===== src/rtl/if_id_skid_register.sv =====
// IF/ID pipeline register with valid/ready handshake and a two-entry skid buffer.
// The skid entry keeps in_ready a pure flop output, so backpressure never ripples combinationally into fetch.
module if_id_skid_register #(
   parameter int                 PC_W      = 32,
   parameter int                 INSTR_W   = 32,
   parameter logic [INSTR_W-1:0] NOP_INSTR = '0,
   parameter int                 CNT_W     = 16
) (
   input  logic               clk,
   input  logic               reset,
   input  logic               flush,
   input  logic               in_valid,
   output logic               in_ready,
   input  logic [PC_W-1:0]    in_PC_4,
   input  logic [INSTR_W-1:0] in_Instruction,
   output logic               out_valid,
   input  logic               out_ready,
   output logic [PC_W-1:0]    out_PC_4,
   output logic [INSTR_W-1:0] out_Instruction,
   output logic [CNT_W-1:0]   stall_count
);

   logic               main_valid_q, main_valid_d;
   logic [PC_W-1:0]    main_pc_q, main_pc_d;
   logic [INSTR_W-1:0] main_instr_q, main_instr_d;
   logic               skid_valid_q, skid_valid_d;
   logic [PC_W-1:0]    skid_pc_q, skid_pc_d;
   logic [INSTR_W-1:0] skid_instr_q, skid_instr_d;
   logic [CNT_W-1:0]   stall_count_q, stall_count_d;
   logic               in_fire;
   logic               main_free;

   assign in_ready  = ~skid_valid_q;
   assign in_fire   = in_valid & ~skid_valid_q;
   // Main can take a new beat when it is empty or its beat leaves this cycle.
   assign main_free = ~main_valid_q | out_ready;

   always_comb begin
      main_valid_d  = main_valid_q;
      main_pc_d     = main_pc_q;
      main_instr_d  = main_instr_q;
      skid_valid_d  = skid_valid_q;
      skid_pc_d     = skid_pc_q;
      skid_instr_d  = skid_instr_q;
      stall_count_d = stall_count_q;

      if (flush) begin
         main_valid_d = 1'b0;
         skid_valid_d = 1'b0;
      end else begin
         if (main_free) begin
            if (skid_valid_q) begin
               main_valid_d = 1'b1;
               main_pc_d    = skid_pc_q;
               main_instr_d = skid_instr_q;
               if (in_fire) begin
                  skid_pc_d    = in_PC_4;
                  skid_instr_d = in_Instruction;
               end else begin
                  skid_valid_d = 1'b0;
               end
            end else if (in_fire) begin
               main_valid_d = 1'b1;
               main_pc_d    = in_PC_4;
               main_instr_d = in_Instruction;
            end else begin
               main_valid_d = 1'b0;
            end
         end else if (in_fire) begin
            skid_valid_d = 1'b1;
            skid_pc_d    = in_PC_4;
            skid_instr_d = in_Instruction;
         end

         if (main_valid_q && !out_ready && (stall_count_q != {CNT_W{1'b1}})) begin
            stall_count_d = stall_count_q + CNT_W'(1);
         end
      end
   end

   always_ff @(posedge clk) begin
      if (!reset) begin
         main_valid_q  <= 1'b0;
         main_pc_q     <= '0;
         main_instr_q  <= NOP_INSTR;
         skid_valid_q  <= 1'b0;
         skid_pc_q     <= '0;
         skid_instr_q  <= NOP_INSTR;
         stall_count_q <= '0;
      end else begin
         main_valid_q  <= main_valid_d;
         main_pc_q     <= main_pc_d;
         main_instr_q  <= main_instr_d;
         skid_valid_q  <= skid_valid_d;
         skid_pc_q     <= skid_pc_d;
         skid_instr_q  <= skid_instr_d;
         stall_count_q <= stall_count_d;
      end
   end

   assign out_valid       = main_valid_q;
   assign out_PC_4        = main_valid_q ? main_pc_q : '0;
   assign out_Instruction = main_valid_q ? main_instr_q : NOP_INSTR;
   assign stall_count     = stall_count_q;

endmodule


===== config.mk =====
export PLATFORM = sky130hd
export DESIGN_NAME = if_id_skid_register
export DESIGN_NICKNAME = d
export VERILOG_FILES = /design/src/rtl/if_id_skid_register.sv
export SDC_FILE = /design/constraint.sdc
export NUM_CORES = 1
export LEC_CHECK = 0
export ABC_CLOCK_PERIOD_IN_PS = 2900
export BUFFER_PORTS_ARGS = -buffer_cell sky130_fd_sc_hd__clkbuf_2
export CAP_MARGIN = 20
export CORE_MARGIN = 5
export CORE_UTILIZATION = 53
export CTS_CLUSTER_DIAMETER = 200
export CTS_CLUSTER_SIZE = 30
export DETAILED_ROUTE_END_ITERATION = 6
export GPL_TIMING_DRIVEN = 0
export PLACE_DENSITY = 0.79
export SYNTH_ARGS = -nofsm -noshare
export SYNTH_HDL_FRONTEND = slang
export SYNTH_SLANG_ARGS = --single-unit

===== constraint.sdc =====
create_clock -name clk -period 2.9 [get_ports clk]
set_input_delay 0.29 -clock clk [delete_from_list [all_inputs] [get_ports clk]]
set_output_delay 0.29 -clock clk [all_outputs]
set_load 0.05 [all_outputs]

==> flow_metrics.py, run 1 <==
metrics = {
    "final_layout": {
        "multi_input_area_um2": 3030,
        "fin_nets": 974,
        "final_cell_mix": "150 x clkbuf_2, 146 x dfxtp_1, 135 x nand2_1",
        "regArea_um2": 2920,
        "syn2layout_area_growth_pct": 23.8,
        "final_common_cell": "clkbuf_2",
        "drive_above_1_share": 0.197,
        "diodes": 0,
        "fillers": 1038,
        "final_util": 0.672,
    },
    "run": {
        "cap_violations": 0,
    },
    "clock_network": {
        "cts_buffer_depth": 2,
        "cts_resized": 0,
        "cts_hold_buf": 0,
        "post-cts-setup-buffers": 0,
        "htreeDepth": 4,
        "cts_sinks": 146,
        "cts_tree": "yes",
        "root_buffer": "clkbuf_16",
        "insertion_delay_ns": 0.42,
        "cts_buffers": 17,
        "clkTransAtPathRegs_ns": 0.06,
    },
    "timing": {
        "final.setup.tns_ns": 0,
        "finalHoldViolCount": 0,
        "fin_hold_ws_ns": 0.104,
        "finalCriticalPeriod_ns": 2.45,
        "skew_ns": 0.00655,
        "min_period_over_period": 0.843,
        "setup_viol": 0,
        "slew-limit-headroom": 0.444,
        "maxSlewViolCount": 0,
        "fmax_ghz": 0.409,
        "rsz0062_at_grt": "no",
        "tightestPinTransition_ns": 0.826,
    },
    "critical_path": {
        "reg2reg_slack_ns": 0.70,
        "critPathTopFamily": "buffers and inverters",
        "path_cells": "clkbuf_1, clkbuf_1, and2_1, clkbuf_2",
        "end_kind": "output pin",
        "cpMaxStageDelayCell": "clkbuf_1",
        "required_ns": 2.61,
        "critPathMaxFanout": 10,
        "worstSetupPathType": "flop to output pin",
        "path_buf_inv": 3,
        "cp.arrival_ns": 2.16,
        "slowest_delay_ns": 0.48,
        "path_common_cell": "clkbuf_1",
        "cp-start-kind": "flop",
    },
    "synthesis": {
        "ys_seq_area_frac": 0.472,
        "synth.distinct_cells": 34,
        "syn_nets": 805,
        "syn_inst": 735,
        "avgSynthCellArea_um2": 8.42,
        "ys_seq_elements": 146,
        "yosys_warnings": 0,
        "synth_area_um2": 6190,
    },
    "status": {
        "status": "finished, final reports clean",
    },
    "global_routing": {
        "grtUsageMet2": 0.358,
        "grt_pass1_vias": 5260,
        "busiest_layer": "met2",
        "grt_max_degree": 17,
        "grt-ovfl-total": 0,
        "grtUsageTotal": 0.225,
        "use_met3": 0.0735,
        "antenna_found_initial": 0,
        "use_met1": 0.292,
        "grt_pass1_wl_um": 25800,
    },
    "floorplanning": {
        "die_y_um": 118,
        "coreArea_um2": 11400,
        "ios": 151,
        "chipWidth_um": 118,
        "row_count": 39,
        "initial_core_util": 0.542,
        "dieArea_um2": 13900,
    },
    "detailed_routing": {
        "first_iter_violations": 396,
        "routed_wl_um": 15700,
        "vias": 5593,
        "wire_per_inst_um": 14.8,
        "ant_nets": 0,
        "viasPerCell": 5.29,
        "drc": 0,
        "first_pass_iters": 5,
    },
    "placed_design": {
        "place.gp.congestion": 0.813,
        "hpwl_um": 11400,
        "port_buffers": 150,
    },
    "min_path": {
        "hold_path.class": "input pin to flop",
    },
    "power_and_ir_drop": {
        "peakVddDrop_v": 0.000515,
        "p_leak_uw": 0.00288,
        "power_density_nw_per_um2": 589,
    },
}
==> cell families (layout without fill, tap and decap cells) <==
group           after synthesis  count (layout)  share of synthesized area
compound gates              143             143                      0.145
flops                       146             146                      0.472
fa+ha+maj                     1               1                    0.00202
simple gates                312             312                      0.229
buf+inv                      62             242                     0.0380
xor+xnor                      7               7                    0.00990
mux                          64              64                      0.103
==> power by group <==
group	internal (uW)	switching (uW)
Combinational	129	243
Sequential	2080	31.8
Clock	1250	781
Total	3460	1060
==> routing by layer <==
metal	vias to the layer above	share of wire
li1	2841	-
met1	2589	0.46
met2	150	0.46
met3	13	0.063
met4	0	0.0093
met5	-	0
==> synth_stat cells <==
| master | count | area [um^2] |
|---|---|---|
| xor2_1 | 2 | 17.5 |
| buf_1 | 6 | 22.5 |
| o21ai_0 | 3 | 15.0 |
| o31a_1 | 1 | 8.76 |
| a211oi_1 | 65 | 488 |
| o21a_1 | 1 | 7.51 |
| dfxtp_1 | 146 | 2920 |
| o21bai_1 | 1 | 7.51 |
| o311a_1 | 1 | 10.0 |
| buf_2 | 2 | 10.0 |
| or4_1 | 6 | 45.0 |
| nor2_1 | 76 | 285 |
| and3_1 | 1 | 6.26 |
| nor3b_1 | 1 | 7.51 |
| clkbuf_1 | 51 | 191 |
| or3_1 | 2 | 12.5 |
| o211ai_1 | 2 | 15.0 |
| nor4b_1 | 1 | 8.76 |
| nand4_1 | 5 | 31.3 |
| or3b_1 | 1 | 8.76 |
| a21oi_1 | 68 | 340 |
| o31ai_1 | 1 | 7.51 |
| inv_2 | 1 | 3.75 |
| xnor2_1 | 5 | 43.8 |
| ha_1 | 1 | 12.5 |
| nand2b_1 | 1 | 6.26 |
| and2_1 | 64 | 400 |
| nor3_1 | 7 | 35.0 |
| mux2i_1 | 64 | 641 |
| inv_1 | 2 | 7.51 |
| nor4_1 | 3 | 18.8 |
| nand3_1 | 7 | 35.0 |
| nand2_1 | 135 | 507 |
| nor2b_1 | 2 | 12.5 |
==> worst paths after layout <==
path | depth (start not counted) | start | to
max | 4 | out_valid$_SDFFE_PP0N_ | out_Instruction[28]
min | 3 | in_Instruction[23] | skid_instr_q[23]$_SDFFE_PN0P_
max reg2reg | 6 | stall_count[10]$_SDFFE_PN0P_ | stall_count[7]$_SDFFE_PN0P_
min reg2reg | 2 | skid_pc_q[23]$_SDFFE_PN0P_ | skid_pc_q[23]$_SDFFE_PN0P_
==> state kept, by name, summed over array words and instances, names as in the netlist <==
register      flops
skid_pc_q        32
out_valid         1
main_pc_q        32
skid_instr_q     32
main_instr_q     32
skid_valid_q      1
stall_count      16
==> final cells by class <==
class / instances / area share
repair buffers: 150 / 0.0979
clock inverters: 6 / 0.00718
flip-flops and latches: 146 / 0.381
well taps: 143 / 0.0233
plain buffers: 59 / 0.0292
multi-input cells: 527 / 0.396
inverters: 3 / 0.00147
clock buffers: 24 / 0.0641
==> per-stage QoR <==
stage                     power [uW]  cell area [um^2]  cells  setup WS, ns
after floorplan                 2380              6190    735         0.488
after global placement          2520              7120   1028         0.679
after detailed placement        2520              7120   1028         0.656
after CTS                       4530              7670   1058         0.430
after global routing            4680              7670   1058         0.331
final                           4510              7670   1058         0.454
==> worst reg2reg max path, stage by stage (launching register included) <==
cell	delay [ns]
dfxtp_1	0.43
nand4_1	0.26
nor4_1	0.80
or4_1	0.20
buf_2	0.19
xor2_1	0.15
nor2_1	0.05
(Power assumes the default switching activity.)
==> run 2, diff against run 1 <==
Settings changed: ABC_AREA set to 1, ABC_CLOCK_PERIOD_IN_PS 2900 to 2200, CORE_UTILIZATION 53 to 49, PLACE_DENSITY 0.79 to 0.76.
Clock period 2.9 ns to 2.2 ns, I/O delays scaled along.
==> run 2 against run 1 <==
Synthesized cell count grew 44%. Die area up 18%. Count of clock-buffer cells in the layout decreased by 1. Critical path depth grew 1. Worst hold slack worse by 0.064 ns. Cell count up 34%. Clock power increased by 57%. Sequential share of layout area shrank 3.7 points. Non-clock buffer count is 6 higher. Clock skew grew 0.0018 ns. Largest power group is now clock.
==> flow_metrics.py, run 2 <==
metrics = {
    "synthesis": {
        "yosysTopAreaCellShare": 0.427,
        "ys_seq_area_frac": 0.427,
        "avgSynthCellArea_um2": 6.48,
        "ys_seq_elements": 146,
        "synth_top_area_cell": "dfxtp_1",
        "synth_edf_count": 0,
        "yosys_warnings": 0,
        "synth_area_um2": 6850,
        "syn_inst": 1057,
        "syn_nets": 1127,
        "synth_most_common_cell": "nand2_1",
        "yosys-top-cells-area": "dfxtp_1 43%, nand2_1 14%, o21ai_0 11%, inv_1 10%, a21oi_1 7.0%",
        "ys_top_cells_by_count": "262 x nand2_1, 187 x inv_1, 146 x dfxtp_1, 146 x o21ai_0, 107 x nor2_1",
        "synth.distinct_cells": 23,
        "synthArstFlopShare": 0,
        "synth-main-ff-cell": "dfxtp_1",
    },
    "final_layout": {
        "fillers": 1354,
        "multi_input_area_um2": 2870,
        "diodes": 0,
        "final_common_cell": "nand2_1",
        "final_util": 0.616,
        "fin_nets": 1295,
        "regArea_um2": 2920,
        "final_cell_mix": "262 x nand2_1, 187 x inv_1, 156 x clkbuf_2",
        "drive_above_1_share": 0.196,
        "syn2layout_area_growth_pct": 23.9,
    },
    "critical_path": {
        "required_ns": 1.98,
        "path_buf_inv": 4,
        "ff2ff_path_depth": 9,
        "path_cells": "buf_2, clkbuf_2, nand2_1, inv_1, clkbuf_2",
        "slowest_delay_ns": 0.35,
        "startpoint": "out_valid$_SDFFE_PP0N_",
        "cp-start-kind": "flop",
        "critPathMaxFanout": 10,
        "reg2reg_slack_ns": 0.56,
        "cpMaxStageDelayCell": "dfxtp_1",
        "reg2reg_to": "stall_count[13]$_SDFFE_PN0P_",
        "path_common_cell": "clkbuf_2",
        "critPathTopFamily": "buffers and inverters",
        "end_kind": "output pin",
        "cp.depth": 5,
        "worstSetupPathType": "flop to output pin",
        "crit_end": "out_Instruction[21]",
        "r2r-start": "stall_count[0]$_SDFFE_PN0P_",
        "cp.arrival_ns": 1.85,
    },
    "placed_design": {
        "hpwl_um": 12700,
        "place.gp.congestion": 0.797,
        "port_buffers": 149,
    },
    "floorplanning": {
        "coreArea_um2": 13800,
        "initial_core_util": 0.497,
        "dieArea_um2": 16400,
        "chipWidth_um": 128,
        "die_y_um": 128,
        "row_count": 43,
        "ios": 151,
    },
    "timing": {
        "finalCriticalPeriod_ns": 2.07,
        "fmax_ghz": 0.484,
        "setup_viol": 0,
        "final.setup.tns_ns": 0,
        "min_period_over_period": 0.939,
        "skew_ns": 0.00837,
        "slew-limit-headroom": 0.683,
        "rsz0062_at_grt": "no",
        "maxSlewViolCount": 0,
        "finalHoldViolCount": 0,
        "tightestPinTransition_ns": 0.476,
    },
    "global_routing": {
        "grt_max_degree": 17,
        "grt-ovfl-total": 0,
        "antenna_found_initial": 0,
        "grt_pass1_vias": 6202,
        "grtUsageTotal": 0.215,
        "grt_pass1_wl_um": 28500,
    },
    "clock_network": {
        "insertion_delay_ns": 0.42,
        "cts_buffer_depth": 2,
        "cts_tree": "yes",
        "clkTransAtPathRegs_ns": 0.06,
        "post-cts-setup-buffers": 0,
        "cts_sinks": 146,
        "htreeDepth": 4,
        "cts_buffers": 17,
        "root_buffer": "clkbuf_16",
    },
    "detailed_routing": {
        "route.met3.wl_um": 972,
        "first_iter_violations": 314,
        "vias": 6743,
        "dr_wl_met2_um": 8470,
        "first_pass_iters": 5,
        "wire_per_inst_um": 12.3,
        "routed.top_layer": "met4",
        "m1WireLength_um": 7710,
        "viasPerCell": 4.76,
        "drc": 0,
        "routed_wl_um": 17500,
        "ant_nets": 0,
    },
    "power_and_ir_drop": {
        "p_int_uw": 5050,
        "peakVddDrop_v": 0.000439,
        "combPwrFrac": 0.089,
        "p_seq_frac": 0.426,
        "p_leak_uw": 0.00443,
        "power_density_nw_per_um2": 774,
        "clockPowerShare": 0.485,
        "p_switching_uw": 1520,
        "swShare": 0.231,
    },
    "run": {
        "cap_violations": 0,
    },
    "status": {
        "status": "finished, final reports clean",
    },
    "min_path": {
        "hold_path.class": "input pin to flop",
        "min_delay_path_depth": 3,
    },
}
run 2: cell count changes after synthesis, moves of 31 or more:
| cell | before | now |
|---|---|---|
| nor2_1 | 76 | 107 |
| o21ai_0 | 3 | 146 |
| nand2_1 | 135 | 262 |
| and2_1 | 64 | 0 |
| a211oi_1 | 65 | 0 |
| mux2i_1 | 64 | 0 |
| inv_1 | 2 | 187 |
run 2: timing repair:
item                                    in CTS  in global routing
hold buffers                                 0                  0
resized for setup                            4                  7
gates cloned                                 0                  0
endpoints found under the setup margin      60                 37
run 2: cell families (layout without fill, tap and decap cells):
logic type | count (synthesis) | after routing | share of synthesized area
AO/OA/AOI/OAI | 250 | 250 | 0.183
adder cells (fa/ha/maj) | 1 | 1 | 0.00183
buffers and inverters | 258 | 439 | 0.155
flip-flops | 146 | 146 | 0.427
AND/OR/NAND/NOR | 402 | 402 | 0.234
run 2: worst min-delay path, delay by kind of cell:
kind | cells | cell delay [ns]
buffers and inverters | 2 | 0.14
AO/OA/AOI/OAI | 1 | 0.05
run 2: area by class of cell:
type | count | area share
Buffer | 66 | 0.0410
Sequential cell | 146 | 0.344
Clock inverter | 9 | 0.0208
Tap cell | 180 | 0.0265
Timing Repair Buffer | 149 | 0.0879
Multi-Input combinational cell | 653 | 0.338
Inverter | 192 | 0.0849
Clock buffer | 23 | 0.0563
run 2: metrics by stage:
stage / setup slack (ns) / hold slack, ns / total power, uW / area, um^2 / std cells
after floorplan: 0.335 / 0.354 / 3240 / 6850 / 1057
after global placement: 0.0874 / 0.432 / 3430 / 7820 / 1386
after detailed placement: 0.0843 / 0.435 / 3440 / 7820 / 1386
after CTS: 0.0137 / 0.0332 / 6610 / 8480 / 1418
after global routing: 0.00684 / 0.0467 / 6800 / 8480 / 1418
final: 0.135 / 0.0402 / 6570 / 8480 / 1418
run 2: worst min path at each step:
stage | start | to | slack [ns]
floorplan | in_valid | skid_valid_q$_SDFFE_PP0P_ | 0.35
global placement | main_pc_q[11]$_SDFFE_PN0P_ | main_pc_q[11]$_SDFFE_PN0P_ | 0.43
detailed placement | main_pc_q[11]$_SDFFE_PN0P_ | main_pc_q[11]$_SDFFE_PN0P_ | 0.44
CTS | in_PC_4[9] | skid_pc_q[9]$_SDFFE_PN0P_ | 0.03
global route | in_PC_4[2] | skid_pc_q[2]$_SDFFE_PN0P_ | 0.05
finish | in_PC_4[2] | skid_pc_q[2]$_SDFFE_PN0P_ | 0.04
run 2: power by group through the flow:
stage,Combinational [uW],Clock (uW),Sequential [uW]
detailed placement,581,0,2860
CTS,587,3220,2800
floorplan,387,0,2860
global placement,574,0,2860
global route,659,3330,2810
finish,585,3180,2800
run 2: per-layer routing:
layer  vias up  global-route usage
met5         -                   0
met4         0              0.0762
met3        27              0.0475
met2       175               0.365
met1      2970               0.268
li1       3571                   -
